--- src/rtl/hello_ram_master.sv ---
// Avalon-MM fill/verify engine for the on-chip RAM s1 port.
// Define HELLO_RAM_MASTER_FAIL_CAPTURE_EN to add first-failure capture outputs.
module hello_ram_master #(
    parameter int ADDR_W       = 13,
    parameter int DATA_W       = 32,
    parameter int MAX_WORDS    = 5120,
    parameter int READ_LATENCY = 1
) (
    input  logic                clk,
    input  logic                reset_n,
    input  logic                cmd_start,
    input  logic                cmd_mode,
    input  logic [ADDR_W-1:0]   cmd_base,
    input  logic [ADDR_W:0]     cmd_count,
    input  logic [DATA_W-1:0]   cmd_seed,
    output logic                busy,
    output logic                done,
    output logic                error,
    output logic [ADDR_W-1:0]   avm_address,
    output logic [DATA_W/8-1:0] avm_byteenable,
    output logic                avm_chipselect,
    output logic                avm_write,
    output logic                avm_read,
    output logic [DATA_W-1:0]   avm_writedata,
    input  logic [DATA_W-1:0]   avm_readdata,
    input  logic                avm_waitrequest
`ifdef HELLO_RAM_MASTER_FAIL_CAPTURE_EN
    ,
    output logic [ADDR_W:0]     fail_count,
    output logic [ADDR_W-1:0]   fail_addr,
    output logic [DATA_W-1:0]   fail_data
`endif
);

    localparam int BE_W  = DATA_W / 8;
    localparam int CNT_W = ADDR_W + 1;
    localparam int SUM_W = ADDR_W + 2;
    localparam logic [SUM_W-1:0] MAX_V = SUM_W'(MAX_WORDS);
    localparam int HEAD = READ_LATENCY - 1;

    typedef enum logic [2:0] {
        S_IDLE, S_CHECK, S_WRITE, S_READ, S_DRAIN, S_FIN
    } state_t;

    state_t              state_q, state_d;
    logic                mode_q, mode_d;
    logic [ADDR_W-1:0]   base_q, base_d;
    logic [CNT_W-1:0]    count_q, count_d;
    logic [DATA_W-1:0]   seed_q, seed_d;
    logic [CNT_W-1:0]    rem_q, rem_d;
    logic [DATA_W-1:0]   pat_q, pat_d;
    logic                busy_q, busy_d;
    logic                done_q, done_d;
    logic                error_q, error_d;
    logic [ADDR_W-1:0]   addr_q, addr_d;
    logic [BE_W-1:0]     be_q, be_d;
    logic                cs_q, cs_d;
    logic                wr_q, wr_d;
    logic                rd_q, rd_d;
    logic [DATA_W-1:0]   wdata_q, wdata_d;

    // Each entry tracks one accepted read until its data returns.
    logic [READ_LATENCY-1:0] pipe_vld_q, pipe_vld_d;
    logic [DATA_W-1:0]       pipe_exp_q [READ_LATENCY];
    logic [DATA_W-1:0]       pipe_exp_d [READ_LATENCY];
`ifdef HELLO_RAM_MASTER_FAIL_CAPTURE_EN
    logic [ADDR_W-1:0]       pipe_addr_q [READ_LATENCY];
    logic [ADDR_W-1:0]       pipe_addr_d [READ_LATENCY];
    logic [CNT_W-1:0]        fail_count_q, fail_count_d;
    logic [ADDR_W-1:0]       fail_addr_q, fail_addr_d;
    logic [DATA_W-1:0]       fail_data_q, fail_data_d;
`endif

    logic rd_accept;
    logic mismatch;
    logic rest_busy;

    assign rd_accept = (state_q == S_READ) && !avm_waitrequest;
    assign mismatch  = pipe_vld_q[HEAD] && (avm_readdata != pipe_exp_q[HEAD]);

    always_comb begin
        state_d    = state_q;
        mode_d     = mode_q;
        base_d     = base_q;
        count_d    = count_q;
        seed_d     = seed_q;
        rem_d      = rem_q;
        pat_d      = pat_q;
        busy_d     = busy_q;
        done_d     = 1'b0;
        error_d    = error_q;
        addr_d     = addr_q;
        be_d       = be_q;
        cs_d       = cs_q;
        wr_d       = wr_q;
        rd_d       = rd_q;
        wdata_d    = wdata_q;
        pipe_vld_d = '0;
        pipe_exp_d = pipe_exp_q;
        rest_busy  = 1'b0;
`ifdef HELLO_RAM_MASTER_FAIL_CAPTURE_EN
        pipe_addr_d  = pipe_addr_q;
        fail_count_d = fail_count_q;
        fail_addr_d  = fail_addr_q;
        fail_data_d  = fail_data_q;
        pipe_addr_d[0] = addr_q;
`endif

        pipe_vld_d[0] = rd_accept;
        pipe_exp_d[0] = pat_q;
        for (int i = 1; i < READ_LATENCY; i++) begin
            pipe_vld_d[i] = pipe_vld_q[i-1];
            pipe_exp_d[i] = pipe_exp_q[i-1];
`ifdef HELLO_RAM_MASTER_FAIL_CAPTURE_EN
            pipe_addr_d[i] = pipe_addr_q[i-1];
`endif
        end
        for (int i = 0; i < READ_LATENCY - 1; i++) begin
            rest_busy = rest_busy | pipe_vld_q[i];
        end

        if (mismatch) begin
            error_d = 1'b1;
`ifdef HELLO_RAM_MASTER_FAIL_CAPTURE_EN
            if (fail_count_q == '0) begin
                fail_addr_d = pipe_addr_q[HEAD];
                fail_data_d = avm_readdata;
            end
            if (fail_count_q != '1) begin
                fail_count_d = fail_count_q + CNT_W'(1);
            end
`endif
        end

        case (state_q)
            S_IDLE: begin
                if (cmd_start) begin
                    mode_d  = cmd_mode;
                    base_d  = cmd_base;
                    count_d = cmd_count;
                    seed_d  = cmd_seed;
                    error_d = 1'b0;
                    busy_d  = 1'b1;
                    state_d = S_CHECK;
`ifdef HELLO_RAM_MASTER_FAIL_CAPTURE_EN
                    fail_count_d = '0;
                    fail_addr_d  = '0;
                    fail_data_d  = '0;
`endif
                end
            end
            S_CHECK: begin
                if (SUM_W'(base_q) + SUM_W'(count_q) > MAX_V) begin
                    error_d = 1'b1;
                    done_d  = 1'b1;
                    state_d = S_FIN;
                end else if (count_q == '0) begin
                    done_d  = 1'b1;
                    state_d = S_FIN;
                end else begin
                    addr_d = base_q;
                    pat_d  = seed_q;
                    rem_d  = count_q;
                    cs_d   = 1'b1;
                    be_d   = '1;
                    if (mode_q) begin
                        rd_d    = 1'b1;
                        state_d = S_READ;
                    end else begin
                        wr_d    = 1'b1;
                        wdata_d = seed_q;
                        state_d = S_WRITE;
                    end
                end
            end
            S_WRITE, S_READ: begin
                if (!avm_waitrequest) begin
                    if (rem_q == CNT_W'(1)) begin
                        addr_d  = '0;
                        be_d    = '0;
                        cs_d    = 1'b0;
                        wr_d    = 1'b0;
                        rd_d    = 1'b0;
                        wdata_d = '0;
                        if (state_q == S_WRITE) begin
                            done_d  = 1'b1;
                            state_d = S_FIN;
                        end else begin
                            state_d = S_DRAIN;
                        end
                    end else begin
                        rem_d  = rem_q - CNT_W'(1);
                        addr_d = addr_q + ADDR_W'(1);
                        pat_d  = pat_q + DATA_W'(1);
                        if (state_q == S_WRITE) begin
                            wdata_d = pat_q + DATA_W'(1);
                        end
                    end
                end
            end
            S_DRAIN: begin
                // Only the head may still be pending: its compare lands this cycle.
                if (!rest_busy) begin
                    done_d  = 1'b1;
                    state_d = S_FIN;
                end
            end
            S_FIN: begin
                busy_d  = 1'b0;
                state_d = S_IDLE;
            end
            default: state_d = S_IDLE;
        endcase
    end

    always_ff @(posedge clk or negedge reset_n) begin
        if (!reset_n) begin
            state_q    <= S_IDLE;
            mode_q     <= 1'b0;
            base_q     <= '0;
            count_q    <= '0;
            seed_q     <= '0;
            rem_q      <= '0;
            pat_q      <= '0;
            busy_q     <= 1'b0;
            done_q     <= 1'b0;
            error_q    <= 1'b0;
            addr_q     <= '0;
            be_q       <= '0;
            cs_q       <= 1'b0;
            wr_q       <= 1'b0;
            rd_q       <= 1'b0;
            wdata_q    <= '0;
            pipe_vld_q <= '0;
            for (int i = 0; i < READ_LATENCY; i++) begin
                pipe_exp_q[i] <= '0;
`ifdef HELLO_RAM_MASTER_FAIL_CAPTURE_EN
                pipe_addr_q[i] <= '0;
`endif
            end
`ifdef HELLO_RAM_MASTER_FAIL_CAPTURE_EN
            fail_count_q <= '0;
            fail_addr_q  <= '0;
            fail_data_q  <= '0;
`endif
        end else begin
            state_q    <= state_d;
            mode_q     <= mode_d;
            base_q     <= base_d;
            count_q    <= count_d;
            seed_q     <= seed_d;
            rem_q      <= rem_d;
            pat_q      <= pat_d;
            busy_q     <= busy_d;
            done_q     <= done_d;
            error_q    <= error_d;
            addr_q     <= addr_d;
            be_q       <= be_d;
            cs_q       <= cs_d;
            wr_q       <= wr_d;
            rd_q       <= rd_d;
            wdata_q    <= wdata_d;
            pipe_vld_q <= pipe_vld_d;
            pipe_exp_q <= pipe_exp_d;
`ifdef HELLO_RAM_MASTER_FAIL_CAPTURE_EN
            pipe_addr_q  <= pipe_addr_d;
            fail_count_q <= fail_count_d;
            fail_addr_q  <= fail_addr_d;
            fail_data_q  <= fail_data_d;
`endif
        end
    end

    assign busy           = busy_q;
    assign done           = done_q;
    assign error          = error_q;
    assign avm_address    = addr_q;
    assign avm_byteenable = be_q;
    assign avm_chipselect = cs_q;
    assign avm_write      = wr_q;
    assign avm_read       = rd_q;
    assign avm_writedata  = wdata_q;
`ifdef HELLO_RAM_MASTER_FAIL_CAPTURE_EN
    assign fail_count = fail_count_q;
    assign fail_addr  = fail_addr_q;
    assign fail_data  = fail_data_q;
`endif

endmodule

--- config.mk ---
export PLATFORM = sky130hd
export DESIGN_NAME = hello_ram_master
export DESIGN_NICKNAME = d
export VERILOG_FILES = /design/src/rtl/hello_ram_master.sv
export SDC_FILE = /design/constraint.sdc
export NUM_CORES = 1
export LEC_CHECK = 0
export CORE_MARGIN = 10
export CORE_UTILIZATION = 45
export DETAILED_ROUTE_END_ITERATION = 10
export PLACE_DENSITY = 0.66
export SLEW_MARGIN = 25
export SYNTH_ARGS = -nofsm -noshare
export SYNTH_HDL_FRONTEND = slang
export SYNTH_SLANG_ARGS = --single-unit
--- constraint.sdc ---
create_clock -name clk -period 5.5 [get_ports clk]
set_clock_uncertainty 0.2 [all_clocks]
set_input_delay 1.1 -clock clk [delete_from_list [all_inputs] [get_ports clk]]
set_output_delay 1.1 -clock clk [all_outputs]
set_load 0.01 [all_outputs]
==> results of run 1 <==
==> flip-flops by register name (all words and copies together), names as in the netlist <==
register	flops
avm_read	1
base_q	13
pat_q	32
count_q	14
avm_writedata	32
pipe_exp_q	32
avm_write	1
busy	1
seed_q	32
mode_q	1
avm_address	13
avm_byteenable	1
done	1
error	1
pipe_vld_q	1
state_q	3
rem_q	14
==> cell families after synthesis <==
| kind of cell | after synthesis | synth area share |
|---|---|---|
| compound gates | 314 | 0.208 |
| simple gates | 278 | 0.132 |
| flops | 193 | 0.464 |
| buf+inv | 110 | 0.0432 |
| xor+xnor | 68 | 0.0573 |
| mux | 68 | 0.0729 |
| fa+ha+maj | 18 | 0.0224 |
==> final cells by class <==
| type | count | area share |
|---|---|---|
| multi-input cells | 746 | 0.403 |
| flip-flops and latches | 193 | 0.377 |
| repair buffers | 172 | 0.133 |
| clock buffers | 17 | 0.0332 |
| well taps | 285 | 0.0278 |
| clock inverters | 15 | 0.0157 |
| inverters | 36 | 0.0106 |
==> power by group <==
part,internal (uW),switching [uW]
Sequential,2140,788
Clock,734,606
Combinational,1940,2170
Total,4820,3560
==> worst max-delay path, delay by kind of cell (launching register included) <==
family	cells	cell delay, ns
AO/OA/AOI/OAI	4	1.05
flip-flops	1	0.42
AND/OR/NAND/NOR	4	1.20
buffers and inverters	2	0.63
adder cells (fa/ha/maj)	2	0.68
==> final timing paths <==
path	to	cells past startpoint
max	rem_q[10]	12
min	pipe_exp_q[25]	0
min reg2reg	pipe_exp_q[25]	0
max in group asynchronous	pipe_exp_q[19]	2
min in group asynchronous	base_q[7]	1
max reg2reg	rem_q[10]	12
==> per-layer routing <==
| metal | vias up | wire (um) | track usage |
|---|---|---|---|
| li1 | 4117 | - | - |
| met1 | 4424 | 15000 | 0.308 |
| met2 | 340 | 14800 | 0.337 |
| met3 | 27 | 2330 | 0.0483 |
| met4 | 0 | 318 | 0.0469 |
| met5 | - | 0 | 0 |
==> cells in the final DEF (no fill, tap or decap), types with 9 or more instances in the layout <==
cell type | Yosys | layout
nor4_1 | 10 | 10
a22o_1 | 10 | 10
buf_4 | 5 | 20
o2bb2ai_1 | 21 | 21
a211oi_1 | 12 | 12
a21oi_1 | 45 | 45
o31ai_1 | 9 | 9
o22ai_1 | 19 | 19
ha_1 | 17 | 17
a2bb2oi_1 | 11 | 11
nand2_1 | 88 | 87
and3_1 | 15 | 14
o21ai_0 | 79 | 79
dfrtp_1 | 193 | 193
inv_1 | 36 | 36
o22a_1 | 18 | 18
nand3_1 | 37 | 37
mux2_2 | 62 | 62
nand4_1 | 23 | 23
a22oi_1 | 17 | 17
nor3_1 | 27 | 27
clkdlybuf4s50_1 | 0 | 149
nor2_1 | 43 | 41
a32oi_1 | 11 | 11
xnor2_1 | 64 | 64
clkbuf_16 | 0 | 17
==> stage by stage <==
step / std cells / total power (uW) / worst slack [ns] / hold slack (ns)
CTS: 1463 / 8360 / 1.24 / 0.208
detailed placement: 1431 / 7010 / 1.25 / 0.192
floorplan: 1049 / 5470 / 1.91 / 0.152
global route: 1464 / 8950 / 0.928 / 0.214
finish: 1464 / 8380 / 1.16 / 0.208
global placement: 1431 / 6950 / 1.33 / 0.191
==> impl_metrics.ini, run 1 <==
[sta]
min_period_over_period = 0.790
slew_headroom = 0.363
min_period_ns = 4.34
max_freq_mhz = 230
setup_viol = 0
rsz0062_at_grt = no
fin_tns_setup_ns = 0
report.final.slew_viol_count = 0
tightest_slew_ns = 0.953
hold_viol = 0

[setup_path]
setup.reg_to_reg.worst_slack_ns = 1.16
critPathLaunch = count_q[0]
path_class = reg2reg
critPathMostFrequentCell = buf_4
required_ns = 5.59
critical_path_arrival_ns = 4.44
slowest_delay_ns = 0.50
crit_path_end_kind = flop
crit_path_top_delay_cell = nor4_1
start_kind = flop
worstPathCellList = ha_1 > fa_1 > a211oi_2 > o21ai_1 > and4_1 > nor4_1 > o221ai_1 > nor3b_4 > buf_4 > or2_1 > buf_4 > a22oi_1
timing.rr.start = count_q[0]
critPathMaxFanout = 26

[floorplan]
design.portCount = 151
coreArea_mm2 = 0.0227
dieArea_mm2 = 0.0296
die_h_um = 172
core.rowCount = 55
die_x_um = 172
start_util = 0.458

[global_routing]
grt_antenna_before_repair = 0
grt_use_total = 0.219
grt_pass1_vias = 8700
grt_max_degree = 117
grt_pass1_wl_mm = 50.8
grt.overflow.total = 0

[clock_tree]
clockRootBuffer = clkbuf_16
cts_tree = yes
postCtsHoldBufs = 0
cts-resized-gates = 0
numCtsBuffers = 17
htreeDepth = 4
insertion_delay_ns = 0.45
cts_sinks = 193
cts_buffer_depth = 2
cts_setup_buffers = 0
clk_pin_slew_worst_paths_ns = 0.07

[finish]
insertedDiodeCount = 0
finalInstanceArea_mm2 = 0.0128
seq_area_mm2 = 0.00483
final_util = 0.564
finalNetCount = 1280
final_layout_size_suffix_gt1_frac = 0.113
num-fill-cells = 1982
multi_input_area_mm2 = 0.00515
area_delta_synth_final_pct = 23.1

[place]
dpl-instance-area_mm2 = 0.0122
place_congestion = 0.933
io_buffer_count = 150
dp_hpwl_mm = 22.7

[routing]
wl_per_cell_um = 22.1
num_vias = 8908
drt_pre_antenna_iters = 7
drcViolationCount = 0
first_iter_violations = 918
drt_wl_total_mm = 32.4
postRouteAntennaNets = 0
viasPerCell = 6.08

[synth]
ys.flop_type = dfrtp_1
synth_common_cells = dfrtp_1, nand2_1, o21ai_0
yosys_warnings = 0
yosysTopAreaCell = dfrtp_1
synthesis.area_mm2 = 0.0104
async_flop_share = 1.00
synth_edf_count = 0
ys_ff_latch = 193
yosysTopAreaCellShare = 0.464
synth.area.top_cells = dfrtp_1, mux2_2, xnor2_1
ys_seq_area_frac = 0.464
ys_types = 66
syn_area_per_cell_um2 = 9.92
synthesis.nets = 1163
synth.most_common_cell = dfrtp_1
postSynthCellCount = 1049

[pwr]
peakVddDrop_mv = 0.278
leakage_uw = 0.00507
p_per_area_mw_per_mm2 = 654

[worst_hold_path]
worstHoldStart = pat_q[25]
hold_class = reg2reg

[flow_run]
drv_cap = 0

[run_status]
status = finished clean
No activity file was read; power rests on OpenSTA's default activity.
==> run 2: changes to the inputs <==
- clock period: 5.5 -> 4 ns (I/O delays scaled with it)
==> impl_metrics.ini, run 2 (synthesized netlist as in run 1, its figures left out) <==
[run_status]
status = finished clean

[floorplan]
coreArea_mm2 = 0.0227
die_x_um = 172
die_h_um = 172
design.portCount = 151
core.rowCount = 55
start_util = 0.458
dieArea_mm2 = 0.0296

[global_routing]
grt_use_total = 0.214
grt_pass1_wl_mm = 50.0
grt.overflow.total = 0
grt_max_degree = 88
grt_pass1_vias = 8696
grt_antenna_before_repair = 0

[finish]
final_layout_size_suffix_gt1_frac = 0.130
finalNetCount = 1301
final_util = 0.569
layout_common_cells = dfrtp_1, clkdlybuf4s50_1, nand2_1
area_delta_synth_final_pct = 24.2
final_common_cell = dfrtp_1
insertedDiodeCount = 0
finalInstanceArea_mm2 = 0.0129

[setup_path]
reg2reg_to = avm_read
start_kind = flop
critical_path_arrival_ns = 3.96
required_ns = 4.13
path_class = reg2reg
crit_path_end_kind = flop
r2r_cells = 11
critPathMaxFanout = 30
timing.rr.start = count_q[4]
setup.reg_to_reg.worst_slack_ns = 0.18

[routing]
top_layer = met4
wl_per_cell_um = 21.2
drcViolationCount = 0
num_vias = 8960
postRouteAntennaNets = 0
met2WireLength_mm = 14.2
drt_wl_total_mm = 31.5
viasPerCell = 6.03
drt_pre_antenna_iters = 5
wl_met3_mm = 2.63
first_iter_violations = 1012
wl_met1_mm = 14.4

[place]
dpl-instance-area_mm2 = 0.0123
io_buffer_count = 150
place_congestion = 0.922
dp_hpwl_mm = 22.6

[sta]
setup_viol = 0
slew_headroom = 0.509
holdWs_ns = 0.194
rsz0062_at_grt = no
report.final.slew_viol_count = 0
fin_tns_setup_ns = 0
max_freq_mhz = 261
min_period_ns = 3.82
min_period_over_period = 0.956
hold_viol = 0
tightest_slew_ns = 0.737

[worst_hold_path]
hold_class = in2async

[clock_tree]
htreeDepth = 4
numCtsBuffers = 17
clk_pin_slew_worst_paths_ns = 0.08
insertion_delay_ns = 0.44
cts_sinks = 193
cts_tree = yes
cts_buffer_depth = 2
clockRootBuffer = clkbuf_16

[flow_run]
drv_cap = 0

[pwr]
peakVddDrop_mv = 0.395
p_per_area_mw_per_mm2 = 891
leakage_uw = 0.00514
## run 2: changes by cell type in the layout (fill, tap and decap cells not counted), moves of 2 or more
cell	previous run	this run
buf_12	1	3
buf_4	20	40
bufinv_16	3	0
clkinv_4	1	3
clkinvlp_4	2	4
## run 2: critical path, stage by stage (launching register included)
cell       delay [ns]
dfrtp_1          0.46
ha_1             0.37
a21oi_1          0.17
nand2_1          0.15
or4_1            0.55
a2111oi_2        0.44
a311oi_2         0.16
buf_4            0.18
nor3b_4          0.28
buf_4            0.41
o221ai_1         0.17
o2bb2ai_1        0.15
## run 2: what timing repair did
item	CTS	global route
buffers inserted	0	1
endpoints found under the hold margin	0	0
gates resized for setup	0	3
hold buffers	0	0
endpoints found under the setup margin	0	96
## run 2: through the flow
step,cells,setup slack (ns),total power [uW]
after CTS,1484,0.0573,11400
after global placement,1452,0.175,9630
final,1485,0.175,11500
after floorplan,1049,0.414,7530
after detailed placement,1452,0.0502,9730
after global routing,1485,0.00939,12300
## run 2: report_power, final
group | total [uW] | switching (uW) | internal (uW) | leakage, uW
sequential | 3970 | 1030 | 2950 | 0.00228
clock | 1670 | 847 | 825 | 0.000266
combinational | 5870 | 3020 | 2850 | 0.00259
## run 2: how the worst max path moves through the flow
stage	start	to	slack [ns]	depth (start not counted)
finish	count_q[4]	avm_read	0.18	11
global route	count_q[0]	pat_q[27]	0.009	11
CTS	count_q[0]	pat_q[29]	0.06	11
detailed placement	count_q[0]	pat_q[29]	0.05	11
global placement	count_q[0]	pat_q[29]	0.18	11
floorplan	base_q[0]	avm_writedata[21]	0.41	11
## run 2: final cells by class
type	instances	area [um2]
clock buffers	17	425
clock inverters	15	146
fillers	1965	9790
inverters	36	135
multi-input cells	746	5160
flip-flops and latches	193	4830
well taps	285	357
repair buffers	193	1870
## run 2: per-layer routing
metal  track usage  vias to the layer above
met5             0                        -
met4        0.0420                        0
met3        0.0467                       24
met2         0.319                      370
met1         0.311                     4404
li1              -                     4162
==> run 3: changes to the inputs <==
--- a/config.mk
+++ b/config.mk
@@ -10,2 +10,3 @@
 export DETAILED_ROUTE_END_ITERATION = 10
+export GPL_ROUTABILITY_DRIVEN = 0
 export PLACE_DENSITY = 0.66
==> constraint.sdc (replaced) <==
create_clock -name clk -period 4 [get_ports clk]
set_clock_uncertainty 0.2 [all_clocks]
set_input_delay 0.6 -clock clk [delete_from_list [all_inputs] [get_ports clk]]
set_output_delay 0.6 -clock clk [all_outputs]
set_load 0.01 [all_outputs]
==> impl_metrics.ini, run 3 (synthesized netlist as in run 1, its figures left out) <==
[setup_path]
required_ns = 4.12
cp_top_family = simple AND/OR/NAND/NOR gates
cp_num_buf_inv = 1
slowest_delay_ns = 0.46
start_kind = flop
critPathMostFrequentCell = o21ai_1
crit_path_end_kind = flop
timing.rr.start = base_q[0]
critPathLaunch = base_q[0]
crit_path_top_delay_cell = fa_1
worstPathCellList = ha_1 > fa_1 > a211oi_4 > o21ai_1 > and4_1 > nor4_2 > o221ai_2 > nor3b_4 > o21ai_1 > buf_4 > mux2_2
path_class = reg2reg
critPathMaxFanout = 8
critical_path_arrival_ns = 3.95

[clock_tree]
cts_tree = yes
numCtsBuffers = 17
insertion_delay_ns = 0.44
clk_pin_slew_worst_paths_ns = 0.08
htreeDepth = 4
clockRootBuffer = clkbuf_16
cts_sinks = 193
postCtsHoldBufs = 0
cts_buffer_depth = 2

[sta]
min_period_over_period = 0.956
min_period_ns = 3.82
tightest_slew_ns = 0.927
fin_tns_setup_ns = 0
setup_viol = 0
max_freq_mhz = 262
hold_viol = 0
slew_headroom = 0.382
report.final.slew_viol_count = 0

[floorplan]
dieArea_mm2 = 0.0296
die_x_um = 172
design.portCount = 151
start_util = 0.458
core.rowCount = 55
coreArea_mm2 = 0.0227
die_h_um = 172

[finish]
seq_area_mm2 = 0.00483
num-fill-cells = 1943
finalNetCount = 1297
final_layout_size_suffix_gt1_frac = 0.127
area_delta_synth_final_pct = 24.4
multi_input_area_mm2 = 0.00518
final_common_cell = dfrtp_1
layout_common_cells = dfrtp_1, clkdlybuf4s50_1, nand2_1
insertedDiodeCount = 0

[global_routing]
grt_use_total = 0.218
grt_antenna_before_repair = 0
grt_pass1_wl_mm = 50.7
grt_pass1_vias = 8866
grt_max_degree = 111
grt.overflow.total = 0

[pwr]
p_per_area_mw_per_mm2 = 894
leakage_uw = 0.00515
peakVddDrop_mv = 0.483
p_total_uw = 11600

[worst_hold_path]
hold_class = in2async

[routing]
postRouteAntennaNets = 0
first_iter_violations = 884
wl_per_cell_um = 21.7
drcViolationCount = 0
num_vias = 8990
drt_pre_antenna_iters = 5
drt_wl_total_mm = 32.1
viasPerCell = 6.07

[flow_run]
drv_cap = 0

[run_status]
status = finished clean

[place]
dp_hpwl_mm = 22.7
io_buffer_count = 150
==> run 3: cell count changes in the layout (fill, tap and decap cells not counted), sizes merged <==
cell	previous run	this run
inv	42	44
clkbuf	18	19
clkinvlp	4	1
clkinv	5	4
buf	43	39
bufinv	0	1
==> run 3: cell type report <==
| cell class | count | area share |
|---|---|---|
| Multi-Input combinational cell | 746 | 0.400 |
| Sequential cell | 193 | 0.373 |
| Timing Repair Buffer | 189 | 0.143 |
| Clock buffer | 18 | 0.0332 |
| Tap cell | 285 | 0.0276 |
| Clock inverter | 14 | 0.0126 |
| Inverter | 36 | 0.0104 |
==> run 3: what timing repair did <==
action	CTS	global route
setup endpoints to repair	0	94
setup buffers	0	1
gates resized for setup	0	6
==> run 3: metrics by stage <==
stage	area (um2)	setup slack (ns)	hold WS, ns	std cells	utilization
floorplan	10400	0.414	0.104	1049	-
global placement	12300	0.145	0.203	1448	0.542
detailed placement	12300	0.0546	0.195	1448	0.542
CTS	12900	0.0297	0.106	1480	0.568
global route	12900	-0.0148	0.132	1481	0.570
finish	12900	0.177	0.0461	1481	0.570
==> run 3: layer usage <==
metal | share of wire | up-vias | GRT usage | wire [um]
met3 | 0.079 | 40 | 0.0486 | 2530
met1 | 0.44 | 4444 | 0.302 | 14100
met5 | 0 | - | 0 | 0
met4 | 0.015 | 0 | 0.0525 | 481
li1 | - | 4156 | - | -
met2 | 0.47 | 350 | 0.337 | 15000
==> run 3: path summary, 6_finish.rpt <==
kind	end	slack, ns	cells past startpoint
max	pat_q[1]	0.18	11
min	base_q[5]	0.05	1
max reg2reg	pat_q[1]	0.18	11
min reg2reg	pipe_exp_q[25]	0.22	0
max in group asynchronous	pat_q[6]	2.59	2
min in group clk	pipe_exp_q[25]	0.22	0
==> run 3: power by group <==
part	switching, uW	internal [uW]	total [uW]
registers	1050	2950	4000
clock network	834	892	1730
logic	3020	2820	5850
total	4910	6660	11600
